File: src/rtl/countdown_display_driver.sv
// countdown_display_driver: captures a binary value through a valid/busy
// handshake, converts it to four BCD digits with a sequential shift-add-3
// engine, and time-multiplexes the digits onto a 7-segment display.
module countdown_display_driver #(
  parameter int unsigned VAL_W       = 8,
  parameter int unsigned REFRESH_DIV = 100000
) (
  input  logic             clk1,
  input  logic             reset,
  input  logic [VAL_W-1:0] value_in,
  input  logic             value_valid,
  input  logic             blank_lz,
  output logic             busy,
  output logic [3:0]       an,
  output logic [7:0]       seg
);

  localparam int unsigned CNT_W     = $clog2(VAL_W + 1);
  localparam int unsigned PRE_W     = (REFRESH_DIV > 1) ? $clog2(REFRESH_DIV) : 1;
  localparam logic [7:0]  SEG_BLANK = 8'hFF;
  localparam logic [7:0]  SEG_ZERO  = 8'b00000011;
  localparam logic [3:0]  AN_ONES   = 4'b1000;

  typedef enum logic {
    ST_IDLE,
    ST_SHIFT
  } state_t;

  state_t           r_state;
  logic [VAL_W-1:0] r_bin;
  logic [15:0]      r_bcd;
  logic [CNT_W-1:0] r_cnt;
  logic [15:0]      r_disp;
  logic             r_busy;
  logic [PRE_W-1:0] r_pre;
  logic [1:0]       r_idx;
  logic [3:0]       r_an;
  logic [7:0]       r_seg;

  logic [15:0]      w_bcd_adj;
  logic [15:0]      w_bcd_next;
  logic             w_pre_wrap;
  logic [3:0]       w_digit;
  logic             w_blank;
  logic [3:0]       w_an;
  logic [7:0]       w_seg;

  // Active-low segment pattern {a,b,c,d,e,f,g,dp}; dp always off
  function automatic logic [7:0] seg_of(input logic [3:0] d);
    logic [7:0] s;
    case (d)
      4'd0:    s = 8'b00000011;
      4'd1:    s = 8'b10011111;
      4'd2:    s = 8'b00100101;
      4'd3:    s = 8'b00001101;
      4'd4:    s = 8'b10011001;
      4'd5:    s = 8'b01001001;
      4'd6:    s = 8'b01000001;
      4'd7:    s = 8'b00011111;
      4'd8:    s = 8'b00000001;
      4'd9:    s = 8'b00001001;
      default: s = SEG_BLANK;
    endcase
    return s;
  endfunction

  // Add-3 correction on every BCD nibble that is >= 5
  always_comb begin
    w_bcd_adj = r_bcd;
    for (int k = 0; k < 4; k++) begin
      if (r_bcd[4*k +: 4] >= 4'd5) begin
        w_bcd_adj[4*k +: 4] = r_bcd[4*k +: 4] + 4'd3;
      end
    end
  end

  // One step of {bcd, bin} << 1 after correction
  assign w_bcd_next = (w_bcd_adj << 1) | 16'(r_bin[VAL_W-1]);

  // Conversion FSM; displayed register only loads on the final shift
  always_ff @(posedge clk1) begin
    if (reset) begin
      r_state <= ST_IDLE;
      r_busy  <= 1'b0;
      r_bin   <= '0;
      r_bcd   <= '0;
      r_cnt   <= '0;
      r_disp  <= '0;
    end else begin
      case (r_state)
        ST_IDLE: begin
          if (value_valid && !r_busy) begin
            r_bin   <= value_in;
            r_bcd   <= '0;
            r_cnt   <= CNT_W'(VAL_W);
            r_busy  <= 1'b1;
            r_state <= ST_SHIFT;
          end
        end
        ST_SHIFT: begin
          r_bcd <= w_bcd_next;
          r_bin <= r_bin << 1;
          r_cnt <= r_cnt - CNT_W'(1);
          if (r_cnt == CNT_W'(1)) begin
            r_disp  <= w_bcd_next;
            r_busy  <= 1'b0;
            r_state <= ST_IDLE;
          end
        end
        default: begin
          r_state <= ST_IDLE;
          r_busy  <= 1'b0;
        end
      endcase
    end
  end

  assign w_pre_wrap = (r_pre == PRE_W'(REFRESH_DIV - 1));

  // Free-running slot prescaler and digit scan index
  always_ff @(posedge clk1) begin
    if (reset) begin
      r_pre <= '0;
      r_idx <= 2'd0;
    end else if (w_pre_wrap) begin
      r_pre <= '0;
      r_idx <= r_idx + 2'd1;
    end else begin
      r_pre <= r_pre + PRE_W'(1);
    end
  end

  // Select the scanned digit and decide leading-zero blanking
  always_comb begin
    w_digit = r_disp[3:0];
    w_blank = 1'b0;
    case (r_idx)
      2'd0: begin
        w_digit = r_disp[3:0];
        w_blank = 1'b0;
      end
      2'd1: begin
        w_digit = r_disp[7:4];
        w_blank = blank_lz && (r_disp[15:4] == 12'd0);
      end
      2'd2: begin
        w_digit = r_disp[11:8];
        w_blank = blank_lz && (r_disp[15:8] == 8'd0);
      end
      default: begin
        w_digit = r_disp[15:12];
        w_blank = blank_lz && (r_disp[15:12] == 4'd0);
      end
    endcase
    w_an  = w_blank ? 4'b0000 : (AN_ONES >> r_idx);
    w_seg = w_blank ? SEG_BLANK : seg_of(w_digit);
  end

  // Registered display outputs
  always_ff @(posedge clk1) begin
    if (reset) begin
      r_an  <= AN_ONES;
      r_seg <= SEG_ZERO;
    end else begin
      r_an  <= w_an;
      r_seg <= w_seg;
    end
  end

  assign busy = r_busy;
  assign an   = r_an;
  assign seg  = r_seg;

endmodule

File: config.mk
export PLATFORM = sky130hd
export DESIGN_NAME = countdown_display_driver
export DESIGN_NICKNAME = d
export VERILOG_FILES = /design/src/rtl/countdown_display_driver.sv
export SDC_FILE = /design/constraint.sdc
export NUM_CORES = 1
export LEC_CHECK = 0
export BUFFER_PORTS_ARGS = -buffer_cell sky130_fd_sc_hd__buf_4
export CAP_MARGIN = 20
export CELL_PAD_IN_SITES_DETAIL_PLACEMENT = 1
export CELL_PAD_IN_SITES_GLOBAL_PLACEMENT = 2
export CORE_MARGIN = 10
export CORE_UTILIZATION = 37
export DETAILED_ROUTE_END_ITERATION = 12
export GPL_TIMING_DRIVEN = 0
export PLACE_DENSITY = 0.83
export REMOVE_ABC_BUFFERS = 1
export SLEW_MARGIN = 40
export SYNTH_ARGS = -nofsm -noshare
export SYNTH_HDL_FRONTEND = slang
export SYNTH_SLANG_ARGS = --single-unit
File: constraint.sdc
create_clock -name clk1 -period 2.6 [get_ports clk1]
set_clock_uncertainty 0.05 [all_clocks]
set_input_delay 0.52 -clock clk1 [delete_from_list [all_inputs] [get_ports clk1]]
set_output_delay 0.52 -clock clk1 [all_outputs]
set_load 0.01 [all_outputs]
== After elaboration in Yosys (flattened, before gate mapping) ==
Memory sizes are Yosys's and may differ from the RTL's.
Index checks and enable logic that the tools add are counted.
Cells by class
  reduce and logical (&&, ||, !) cells: 13
  $add $sub $neg: 7
  magnitude comparators: 4
  muxes and demuxes: 20
  shift operators: 1
  equality and inequality tests: 6
  bitwise gates (word level): 2
Operator list (number)
  16-bit case mux with 2 select lines: 1
  4-bit 2-to-1 mux: 5
  17-bit by 1-bit adder with 17-bit output, second input constant: 1
  17-bit == test, second input constant: 1
  4-bit by 3-bit >= comparator with 1-bit output, second input constant: 4
  16-bit 2-to-1 mux: 1
  8-bit 2-to-1 mux: 2
  16-bit by 1-bit OR with 16-bit output: 1
  8-bit case mux with 2 select lines: 1
  4-bit by 2-bit adder with 4-bit output, second input constant: 3
  12-bit zero test: 1
  4-bit case mux with 3 select lines: 1
  8-bit zero test: 1
  4-bit case mux with 2 select lines: 1
  4-bit by 1-bit == test with 1-bit output, second input constant: 1
  1-bit logical AND: 4
  4-bit zero test: 1
  1-bit 2-to-1 mux: 4
  1-bit case mux with 2 select lines: 2
  2-bit AND reduction: 2
  2-bit OR reduction: 2
  4-bit by 2-bit right shift with 4-bit output, first input constant: 1
  4-bit by 1-bit subtractor with 4-bit output, second input constant: 1
  3-bit by 2-bit adder with 3-bit output, second input constant: 1
  10 further kinds: 10
Word-level totals
  input port bits: 12
  logic and storage cells: 66
  memory bits (read-only): 112
  memories: 1
  register bits after elaboration: 77
  output and inout bits: 13
Memories
  (name not given): depth 16, width 7, read ports 1, clocked after Yosys merged registers in 0, write ports 0, RTL line 51  | case (d)

== Longest topological paths before layout ==
  depth in word-level cells: 4
  gate-level depth with buffers: 8
  mapped depth without buffers: 8

== Worst setup path after synthesis ==
No wires, ideal clock.
  path type: register to register
  start: register r_idx[0]
  end: register r_seg[7], in the netlist seg[7]
  setup time: 132 ps
  data required time: 2418 ps
  setup slack: 686 ps
  cell stages (with the launch flop): 8
  period minus slack after synthesis: 1914 ps
  arrival time: 1732 ps
  buffers on the path: 0
  path through: dfxtp_1 > inv_1 > ha_1 > a222oi_1 > mux2i_1 > a21boi_2 > nor3_1 > a21oi_1
On the way
  word-level cells in the longest chain between the ends: 4
  elaborated cells on any way between the ends: 7
  classes of those cells: eq/ne (2); mux (3); reduce/logical (1); memory (1)
Ends and longest elaborated chain
  from (decl): RTL line 36  | logic [1:0] r_idx;
  from (signal assigned): RTL line 127  | r_idx <= r_idx + 2'd1;
  2-bit == test (tied with other cells): RTL line 137  | case (r_idx)
  4-bit case mux with 3 select lines: RTL line 137
  memory read 16 x 7 bit
  8-bit 2-to-1 mux *: RTL line 156  | w_seg = w_blank ? SEG_BLANK : seg_of(w_digit);
  to (signal assigned): RTL line 166  | r_seg <= w_seg;
  to (decl): RTL line 38  | logic [7:0] r_seg;
Every way passes the cells marked *; elsewhere a longest branch is shown, timed or not.
A chain may end at the register's enable or synchronous reset.

== Worst setup path in the final report ==
  start: register r_state
  end: register r_cnt[3]
On the way
  word-level cells in the longest chain between the ends: 2
  elaborated cells on any way between the ends: 3
  classes of those cells: eq/ne (1); mux (1); bitwise (1)
Ends and longest elaborated chain
  from (decl): RTL line 29  | state_t r_state;
  from (signal assigned): RTL line 83  | r_state <= ST_IDLE;
  from (signal assigned): RTL line 97  | r_state <= ST_SHIFT;
  from (signal assigned): RTL line 107  | r_state <= ST_IDLE;
  1-bit inverter
  4-bit case mux with 2 select lines / 2-bit != test (equally long branches)
  to (signal assigned): RTL line 95  | r_cnt <= CNT_W'(VAL_W);
  to (signal assigned): RTL line 103  | r_cnt <= r_cnt - CNT_W'(1);
  to (decl): RTL line 32  | logic [CNT_W-1:0] r_cnt;
Parallel ways exist; a longest one is shown, timed or not.

==> impl_metrics.toml <==
[status]
status = "complete, no violations"

[yosys]
yosys-top-cells-count = "76 x dfxtp_1, 68 x nor2_1, 44 x a21oi_1"
synth_top_cell_by_area = "dfxtp_1"
synthTopCellsByArea = "dfxtp_1 42%, nor2_1 7.0%, ha_1 6.5%"
ys_warn_count = 0
synth_most_common_cell = "dfxtp_1"
syn-cell-area_um2 = 3650
synth_top_area_share = 0.417
yosysSeqAreaShare = 0.417
syn_area_per_cell_um2 = 8.44
synthesis.instances = 432
async_flop_share = 0
synth.distinct_cells = 47
synth_edf_count = 0
synthFlopType = "dfxtp_1"
synth_seq_cells = 76

[global_routing]
antenna_found_initial = 0
grt_start_max_net_pins = 58
overflow = 0
grt_pass1_wl_mm = 14.2
grt_pass1_vias = 3008
grt_use_total = 0.119

[power_and_ir_drop]
ir_drop_mv = 0.351
power_density_nw_per_um2 = 607
p_leak_nw = 1.58

[floorplanning]
ioPinCount = 25
die_area_um2 = 14200
fp.coreArea_um2 = 9680
start_util = 0.377
num_rows = 36
die-width_um = 119
chipHeight_um = 119

[routing]
dr.pass1.iters = 4
drt_wl_total_mm = 8.20
drtAntennaViolNets = 0
drtIter0Drc = 141
vias_per_cell = 5.03
wl_per_cell_um = 14.1
drc = 0
num_vias = 2927

[timing]
hold_viol = 0
max_freq_ghz = 0.428
slew_headroom = 0.532
setup_viol = 0
min_period_ns = 2.34
fin_hold_ws_ns = 0.402
rsz0062_at_grt = "no"
worst_pin_slew_ns = 0.701
fin_ws_ns = 0.261
fin_crit_sh = 0.900
drv_slew = 0

[placement]
place_inst = 565
port_buffers = 23
gp_congestion = 0.746
dp_hpwl_mm = 5.54
dp_slack_ns = 0.166

[finish]
stdcell_count = 582
post-route-util = 0.429
finalNetCount = 475
drive_gt1_frac = 0.127
diodes = 0
syn_to_final_growth_pct = 13.9

[worst_setup_path]
rr_endpoint = "r_cnt[3]"
cp-start-kind = "flop"
r2r_setup_slack_ns = 0.26
arrival_ns = 2.55
worstSetupPathType = "flop to flop"
cp-end-kind = "flop"
critical_path_peak_fanout = 35
rr_startpoint = "r_state"
crit_required_ns = 2.81
ff2ff_path_depth = 5

[clock_tree]
cts_buffers = 9
cts_buffer_depth = 2
cts_setup_buffers = 0
cts_tree = "yes"
clk_pin_slew_ns = 0.08
clock_latency_ns = 0.36
cts.sinks = 76
clock-root-buffer = "clkbuf_8"
cts_max_level = 3

[hold_path]
min_path_cells = 3
min-delay-start = "value_in[0]"
hp-class = "input pin to flop"
hold_end = "r_bin[0]"

[job]
timing.max_cap.violations = 0
worst max path at each step:
stage / startpoint / endpoint / depth (start not counted)
floorplan: r_state / r_cnt[3] / 5
global placement: r_state / r_cnt[3] / 5
detailed placement: r_state / r_cnt[3] / 5
CTS: r_state / r_cnt[3] / 5
global route: r_state / r_cnt[3] / 5
finish: r_state / r_cnt[3] / 5
what timing repair did:
action	4_1_cts	5_1_grt
resized for setup	0	1
hold buffers	0	0
hold endpoints to repair	0	0
setup endpoints to repair	0	1
where the power goes:
| group | internal (W) | total [W] | switching (W) | leakage [nW] |
|---|---|---|---|---|
| combinational | 0.0000598 | 0.000151 | 0.0000909 | 0.830 |
| clock | 0.000693 | 0.00115 | 0.000452 | 0.130 |
| sequential | 0.00119 | 0.00122 | 0.0000349 | 0.616 |
cell usage in the layout (no fill, tap or decap), drive strengths merged, types with 2 or more instances in the layout:
master / instances
a21oi: 44
buf: 23
a211oi: 6
nor4: 4
xnor2: 12
clkinvlp: 2
nand3: 12
nand4: 4
nor3: 12
dfxtp: 76
nor2b: 2
inv: 19
ha: 19
and2: 4
nor3b: 4
nand2b: 6
mux2: 5
clkinv: 2
xor2: 9
or2: 2
nand2: 38
a222oi: 4
bufinv: 3
a311oi: 4
and3: 12
nand3b: 2
clkbuf: 11
nor2: 68
mux2i: 17
o21ai: 10
kinds of logic (layout without fill, tap and decap cells):
logic type | after synthesis | after routing | share of synthesized area
and+or+nand+nor | 174 | 174 | 0.224
AOI/OAI and AO/OA | 76 | 76 | 0.129
DFF | 76 | 76 | 0.417
buffers and inverters | 43 | 60 | 0.0497
muxes | 22 | 22 | 0.0631
xor gates and xnor gates | 21 | 21 | 0.0504
adders and majority gates | 19 | 19 | 0.0652
other | 1 | 1 | 0.00103
metrics by stage:
stage / instance area (µm²) / total power [W] / setup TNS (ns)
after global routing: 4150 / 0.00263 / 0
after CTS: 4140 / 0.00256 / 0
after detailed placement: 3880 / 0.00140 / 0
after floorplan: 3540 / 0.00133 / 0
after global placement: 3880 / 0.00140 / -1.28
final: 4150 / 0.00252 / 0
area by class of cell:
class / count / area (µm²)
Inverter: 20 / 78.8
Sequential cell: 76 / 1520
Clock inverter: 5 / 108
Tap cell: 133 / 166
Multi-Input combinational cell: 313 / 1950
Timing Repair inverter: 1 / 5.00
Fill cell: 1196 / 5530
Timing Repair Buffer: 23 / 173
Clock buffer: 11 / 151
worst max-delay path, stage by stage (launching register included):
cell and delay, ns:
dfxtp_2 0.79, clkinvlp_4 0.45, and2_1 0.36, o21ba_2 0.28, nor2_1 0.04, a311oi_1 0.27
flip-flops by register name, summed over array words and instances (netlist names):
register  cells
r_bcd        16
r_cnt         4
busy          1
an            4
seg           7
r_pre        17
r_idx         2
r_disp       16
r_bin         8
r_state       1
per-layer routing:
metal / GRT usage / up-vias / part of all wire
met5: 0 / - / 0
met4: 0.0504 / 0 / 0.019
met3: 0.0378 / 13 / 0.044
met2: 0.200 / 42 / 0.48
met1: 0.135 / 1378 / 0.46
li1: - / 1494 / -
(Power assumes the default switching activity.)
